$ cat src/rtl/freq_meter_pkg.sv
// freq_meter_pkg: gate FSM state type and a width-parameterised saturating increment
package freq_meter_pkg;
  typedef enum logic {IDLE = 1'b0, COUNT = 1'b1} state_t;
  function automatic logic [63:0] sat_inc(input logic [63:0] v, input int unsigned w);
    logic [63:0] mx;
    mx = (w >= 64) ? '1 : ((64'd1 << w) - 64'd1);
    return (v >= mx) ? mx : v + 64'd1;
  endfunction
endpackage

$ cat src/rtl/edge_sync.sv
// edge_sync: 2-FF synchroniser plus registered rising-edge strobe (clock, resetn, async_in -> pulse)
module edge_sync (
  input  logic clock,
  input  logic resetn,
  input  logic async_in,
  output logic pulse
);
  logic s0, s1, prev;
  always_ff @(posedge clock)
    if (!resetn) begin
      s0 <= 1'b0;
      s1 <= 1'b0;
      prev <= 1'b0;
      pulse <= 1'b0;
    end else begin
      s0 <= async_in;
      s1 <= s0;
      prev <= s1;
      pulse <= s1 & ~prev;
    end
endmodule

$ cat src/rtl/freq_meter.sv
// freq_meter: gated edge count and per-cycle period of sig_in vs clock (clock, resetn, sig_in, enable -> edge_pulse, freq_out/valid, overflow, period_out/valid)
module freq_meter
  import freq_meter_pkg::*;
#(
  parameter int GATE_CYCLES = 100_000_000,
  parameter int CNT_W = 32
) (
  input  logic             clock,
  input  logic             resetn,
  input  logic             sig_in,
  input  logic             enable,
  output logic             edge_pulse,
  output logic [CNT_W-1:0] freq_out,
  output logic             freq_valid,
  output logic             overflow,
  output logic [CNT_W-1:0] period_out,
  output logic             period_valid
);
  localparam int GW = $clog2(GATE_CYCLES);
  localparam logic [CNT_W-1:0] CNT_MAX = '1;
  localparam logic [GW-1:0] LAST = GW'(GATE_CYCLES - 1);
  state_t state;
  logic [GW-1:0] gate_cnt;
  logic [CNT_W-1:0] edge_cnt, p_cnt, edge_inc, p_inc, edge_next;
  logic armed, active;
  edge_sync u_sync (
    .clock(clock),
    .resetn(resetn),
    .async_in(sig_in),
    .pulse(edge_pulse)
  );
  always_comb begin
    edge_inc = CNT_W'(sat_inc(64'(edge_cnt), CNT_W));
    p_inc = CNT_W'(sat_inc(64'(p_cnt), CNT_W));
    edge_next = edge_pulse ? edge_inc : edge_cnt;
    active = (state == COUNT) && enable;
  end
  always_ff @(posedge clock)
    if (!resetn) begin
      state <= IDLE;
      gate_cnt <= '0;
      edge_cnt <= '0;
      p_cnt <= '0;
      armed <= 1'b0;
      freq_out <= '0;
      freq_valid <= 1'b0;
      overflow <= 1'b0;
      period_out <= '0;
      period_valid <= 1'b0;
    end else begin
      freq_valid <= 1'b0;
      period_valid <= 1'b0;
      p_cnt <= edge_pulse ? CNT_W'(1) : p_inc;
      if (active && edge_pulse) begin
        armed <= 1'b1;
        if (armed) begin
          period_out <= p_cnt;
          period_valid <= 1'b1;
        end
      end
      if (state == IDLE) armed <= 1'b0;
      if (!active) begin
        state <= enable ? COUNT : IDLE;
        gate_cnt <= '0;
        edge_cnt <= '0;
      end else if (gate_cnt == LAST) begin
        freq_out <= edge_next;
        overflow <= edge_next == CNT_MAX;
        freq_valid <= 1'b1;
        gate_cnt <= '0;
        edge_cnt <= '0;
      end else begin
        gate_cnt <= gate_cnt + GW'(1);
        edge_cnt <= edge_next;
      end
    end
endmodule

$ cat config.mk
export PLATFORM = sky130hd
export DESIGN_NAME = freq_meter
export DESIGN_NICKNAME = d
export VERILOG_FILES = /design/src/rtl/freq_meter_pkg.sv /design/src/rtl/edge_sync.sv /design/src/rtl/freq_meter.sv
export SDC_FILE = /design/constraint.sdc
export NUM_CORES = 1
export LEC_CHECK = 0
export ABC_AREA = 1
export CAP_MARGIN = 0
export CORE_ASPECT_RATIO = 1.25
export CORE_MARGIN = 1.5
export CORE_UTILIZATION = 55
export DETAILED_ROUTE_END_ITERATION = 16
export PLACE_DENSITY = 0.78
export SETUP_SLACK_MARGIN = 0.5
export SLEW_MARGIN = 20
export SYNTH_ARGS = -nofsm -noshare
export SYNTH_HDL_FRONTEND = slang
export SYNTH_SLANG_ARGS = --single-unit
$ cat constraint.sdc
create_clock -name clock -period 4.7 [get_ports clock]
set_input_delay 0.705 -clock clock [delete_from_list [all_inputs] [get_ports clock]]
set_output_delay 0.705 -clock clock [all_outputs]
set_load 0.01 [all_outputs]
==> metrics.yaml, run 1 <==
dp_hpwl_um: 12300
cts_resized: 0
firstDrtPassIters: 6
async_flop_share_pct: 0
cts_buffers: 17
fin_setup_tns_ns: 0
path_clk_slew_ns: 0.07
core-area_um2: 13400
clock_latency_ns: 0.43
pre_cts_ws_ns: 1.86
antenna_found_initial: 0
die_w_um: 108
finalHoldViolations: 0
yosysMostFrequentCell: "nand2_1"
yosys-top-cells-area: "dfxtp_1 43%, nand2_1 9.6%, nor2_1 8.7%"
reg2reg_slack_ns: 2.16
worstPathCellList: "ha_1 > nand3_1 > nor2_4 > nand2_4 > inv_2 > nand3_2 > nand3_1 > nand2_1 > nor2_1 > nand2_1 > nor2_1 > nand3_1 > a21oi_1"
gp_congestion: 0.892
drv_cap: 0
die_h_um: 135
path_max_fanout: 20
worst_slack_ns: 2.16
final_area_um2: 9060
postCtsHoldBufs: 0
synthTopCellsByCount: "195 x nand2_1, 178 x nor2_1, 164 x dfxtp_1, 147 x inv_1, 96 x o21ai_0"
p_leak_nw: 3.75
drtIter0Drc: 290
path_buf_inv: 1
dpl.cell_count: 1288
pin_count: 72
period_share_pct: 54.0
powerDensity_nw_per_um2: 314
syn_nets: 1080
worst_pin_slew_ns: 0.858
cpLargestDelayFamily: "simple AND/OR/NAND/NOR gates"
fmax_mhz: 394
track_usage_pct: 25.2
synth_edf_count: 0
die-area_um2: 14600
slew_viol_final: 0
cts.sinks: 164
htree_levels: 4
synth-seq-cells: 164
period_needed_ns: 2.54
startpoint_type: "flip-flop"
wl_per_cell_um: 13.4
ys_types: 39
rsz0062_at_grt: "no"
fin_cells: 1320
crit_top_cell: "nand3_1"
syn_area_um2: 7640
reg2regPathDepth: 13
worst-path-stages: 13
cts_tree: "done"
hp-class: "reg2reg"
antenna_cells: 0
clock_skew_ns: 0.00879
grt_pass1_wl_um: 28900
drtAntennaViolNets: 0
utilization_pct: 67.6
cpMaxStageDelayCell: "nand3_2"
num_vias: 6902
status: "completed"
grt_pass1_vias: 6374
synth_area_leader_cell: "dfxtp_1"
syn_avg_cell_area_um2: 7.12
seq_area_frac_synth_pct: 43.0
ir_worst_vdd_mv: 0.215
routed_wl_um: 17700
cp_data_required_time_ns: 5.06
syn_to_final_growth_pct: 18.6
min_path_cells: 1
grt_max_degree: 70
via_per_inst: 5.23
initial_core_util_pct: 57.0
synth_top_area_share_pct: 43.0
drive_above_1_share_pct: 7.31
relSlewSlack_pct: 42.7
end_kind: "flip-flop"
port_buffers: 71
setup_viol: 0
dpl_cell_area_um2: 8450
synthCells: 1073
overflow: 0
synth-main-ff-cell: "dfxtp_1"
rows: 47
clock_path_buffers: 2
cts_setup_buffers: 0
crit_type: "reg2reg"
yosysWarningCount: 0
slowest_delay_ns: 0.39
worstPathArrival_ns: 2.90
cts_root_buf: "clkbuf_16"
nets: 1143
drc: 0
[layer usage]
layer,global-route usage [%],vias to the layer above,wire length (um)
met4,10.7,0,418
li1,-,3535,-
met1,28.7,3164,7350
met5,0,-,0
met2,44.3,169,9000
met3,6.03,34,894
[power breakdown]
group	switching [W]	total, W	internal, W
registers	0.00000357	0.00140	0.00139
clock network	0.000602	0.00142	0.000813
logic	0.0000252	0.0000348	0.00000959
total	0.000631	0.00285	0.00222
[registers in the layout, summed over array words and instances, names as in the netlist, 27 cells and up]
signal	count
edge_cnt	32
freq_out	32
gate_cnt	27
p_cnt	32
period_out	32
[per-stage QoR]
step / hold WS [ns] / total power [W]
6_report: 0.388 / 0.00285
5_1_grt: 0.394 / 0.00294
4_1_cts: 0.389 / 0.00286
3_5_place_dp: 0.380 / 0.00146
3_3_place_gp: 0.374 / 0.00146
2_1_floorplan: 0.368 / 0.00145
[cell usage in the layout (no fill, tap or decap), drive strengths merged, types with 12 or more instances in the layout]
cell	netlist	layout
a21oi	60	60
clkbuf	25	18
clkdlybuf4s50	0	70
dfxtp	164	164
inv	150	157
nand2	202	202
nand3	58	58
nand4	23	23
nor2	198	198
nor3	23	23
o21ai	97	97
xnor2	12	12
xor2	23	23
[cell families after synthesis]
family | count (synthesis) | share of synthesized area [%]
AO/OA/AOI/OAI | 170 | 11.4
buffers and inverters | 182 | 9.27
AND/OR/NAND/NOR | 519 | 31.8
flip-flops | 164 | 43.0
adder cells (fa/ha/maj) | 3 | 0.491
XOR/XNOR | 35 | 4.01
[area by class of cell]
type,count,area (um2)
clock buffers,18,439
flip-flops and latches,164,3280
well taps,171,214
clock inverters,14,165
multi-input cells,727,3650
fillers,1169,4350
inverters,150,563
repair buffers,76,743
[path summary, 6_finish.rpt]
check / start / to
worst min-delay path: u_sync.prev / u_sync.pulse
worst max-delay path: edge_cnt[0] / overflow
worst max register to register: edge_cnt[0] / overflow
worst min register to register: u_sync.prev / u_sync.pulse
(Power assumes the default switching activity.)
==> run 2, diff against run 1 <==
clock period = 2.4 ns   (was 4.7 ns; I/O delays follow)
==> metrics.yaml, run 2 (synthesis results as in run 1) <==
status: "completed"
drtAntennaViolNets: 0
pre_cts_ws_ns: 0.153
via_per_inst: 5.63
crit_top_cell: "nand2_1"
core-area_um2: 13400
period_share_pct: 90.7
relSlewSlack_pct: 42.0
cpLargestDelayFamily: "simple AND/OR/NAND/NOR gates"
powerDensity_nw_per_um2: 529
die_h_um: 135
r2r-start: "u_sync.pulse"
wl_per_cell_um: 16.5
cts.sinks: 164
routed_wl_um: 23000
worstPathArrival_ns: 2.54
htree_levels: 4
postCtsHoldBufs: 0
worstPathCellList: "buf_6 > nand2_2 > nor2_4 > nand2_4 > buf_4 > xor2_1 > o21ai_0 > nand2_1 > inv_1 > nand2_1 > nor2_2 > nand3_2 > a21oi_2"
antenna_found_initial: 0
overflow: 0
die-area_um2: 14600
clock_latency_ns: 0.43
final_cell_mix: "172 x nand2_1, 156 x nor2_1, 135 x inv_1"
dp_hpwl_um: 12400
cp-startpoint: "u_sync.pulse"
rsz0062_at_grt: "yes"
ir_worst_vdd_mv: 0.525
drc: 0
nets: 1217
drv_cap: 0
clock_path_buffers: 2
slew_viol_final: 0
layout_commonest_cell: "nand2_1"
end_kind: "flip-flop"
num_vias: 7850
worst_pin_slew_ns: 0.869
rows: 47
slowest_delay_ns: 0.39
initial_core_util_pct: 57.0
antenna_cells: 0
p_leak_nw: 4.36
track_usage_pct: 27.5
grt_pass1_vias: 6942
min_from: "u_sync.prev"
finalHoldViolations: 0
setup_viol: 0
hp-class: "reg2reg"
cts_tree: "done"
path_buf_inv: 3
worst_slack_ns: 0.223
drive_above_1_share_pct: 24.3
cpMaxStageDelayCell: "dfxtp_4"
period_needed_ns: 2.18
port_buffers: 71
path_max_fanout: 8
cts_buffers: 17
gp_congestion: 0.926
drtIter0Drc: 629
cp_data_required_time_ns: 2.76
cts_root_buf: "clkbuf_16"
grt_pass1_wl_um: 32100
grt_max_degree: 70
syn_to_final_growth_pct: 36.2
pin_count: 72
fin_setup_tns_ns: 0
startpoint_type: "flip-flop"
clock_skew_ns: 0.0115
die_w_um: 108
crit_type: "reg2reg"
firstDrtPassIters: 5
fmax_mhz: 459
path_clk_slew_ns: 0.07
-- run 2: cell count changes in the layout (fill, tap and decap cells not counted), sizes merged --
cell	delta
inv	-1
buf	+65
clkinvlp	+4
clkbuf	+4
nand3	+1
clkinv	+1
bufinv	-1
nor2	+1
-- run 2: path summary, 6_finish.rpt --
| path | to | slack (ns) | depth (start not counted) |
|---|---|---|---|
| worst min-delay path | u_sync.pulse | 0.37 | 1 |
| worst max register to register | overflow | 0.22 | 13 |
| worst min register to register | u_sync.pulse | 0.37 | 1 |
| worst max-delay path | overflow | 0.22 | 13 |
-- run 2: routing by layer --
layer / part of all wire [%] / vias up / wire, um / track usage (%)
li1: - / 3701 / - / -
met1: 36 / 3652 / 8300 / 31.2
met2: 51 / 386 / 11800 / 48.4
met3: 7.9 / 111 / 1810 / 5.74
met4: 5.1 / 0 / 1170 / 13.6
met5: 0 / - / 0 / 0
-- run 2: report_power, final --
group	switching [W]	internal, W	total (W)	leakage (nW)
clock	0.00122	0.00146	0.00268	0.271
combinational	0.0000602	0.0000303	0.0000904	2.75
sequential	0.0000104	0.00272	0.00273	1.34
total	0.00129	0.00421	0.00550	4.36
-- run 2: final cells by class --
class / count / area, um2
Multi-Input combinational cell: 729 / 4210
Sequential cell: 164 / 3350
Fill cell: 878 / 3010
Timing Repair Buffer: 146 / 1480
Inverter: 150 / 569
Clock buffer: 17 / 425
Tap cell: 171 / 214
Clock inverter: 15 / 145
Timing Repair inverter: 2 / 15.0
-- run 2: repair_timing --
item,4_1_cts,5_1_grt
gates cloned,3,9
resized for setup,63,176
setup buffers,25,30
endpoints found under the setup margin,111,124
pin swaps,23,46
-- run 2: through the flow --
stage / hold slack (ns) / utilization, % / instance area, um2 / instances / power [W]
floorplan: 0.368 / - / 7640 / 1073 / 0.00284
global placement: 0.375 / 63.5 / 8520 / 1295 / 0.00286
detailed placement: 0.373 / 63.5 / 8520 / 1295 / 0.00286
CTS: 0.367 / 71.1 / 9540 / 1355 / 0.00549
global route: 0.381 / 77.6 / 10400 / 1394 / 0.00565
finish: 0.374 / 77.6 / 10400 / 1394 / 0.00550
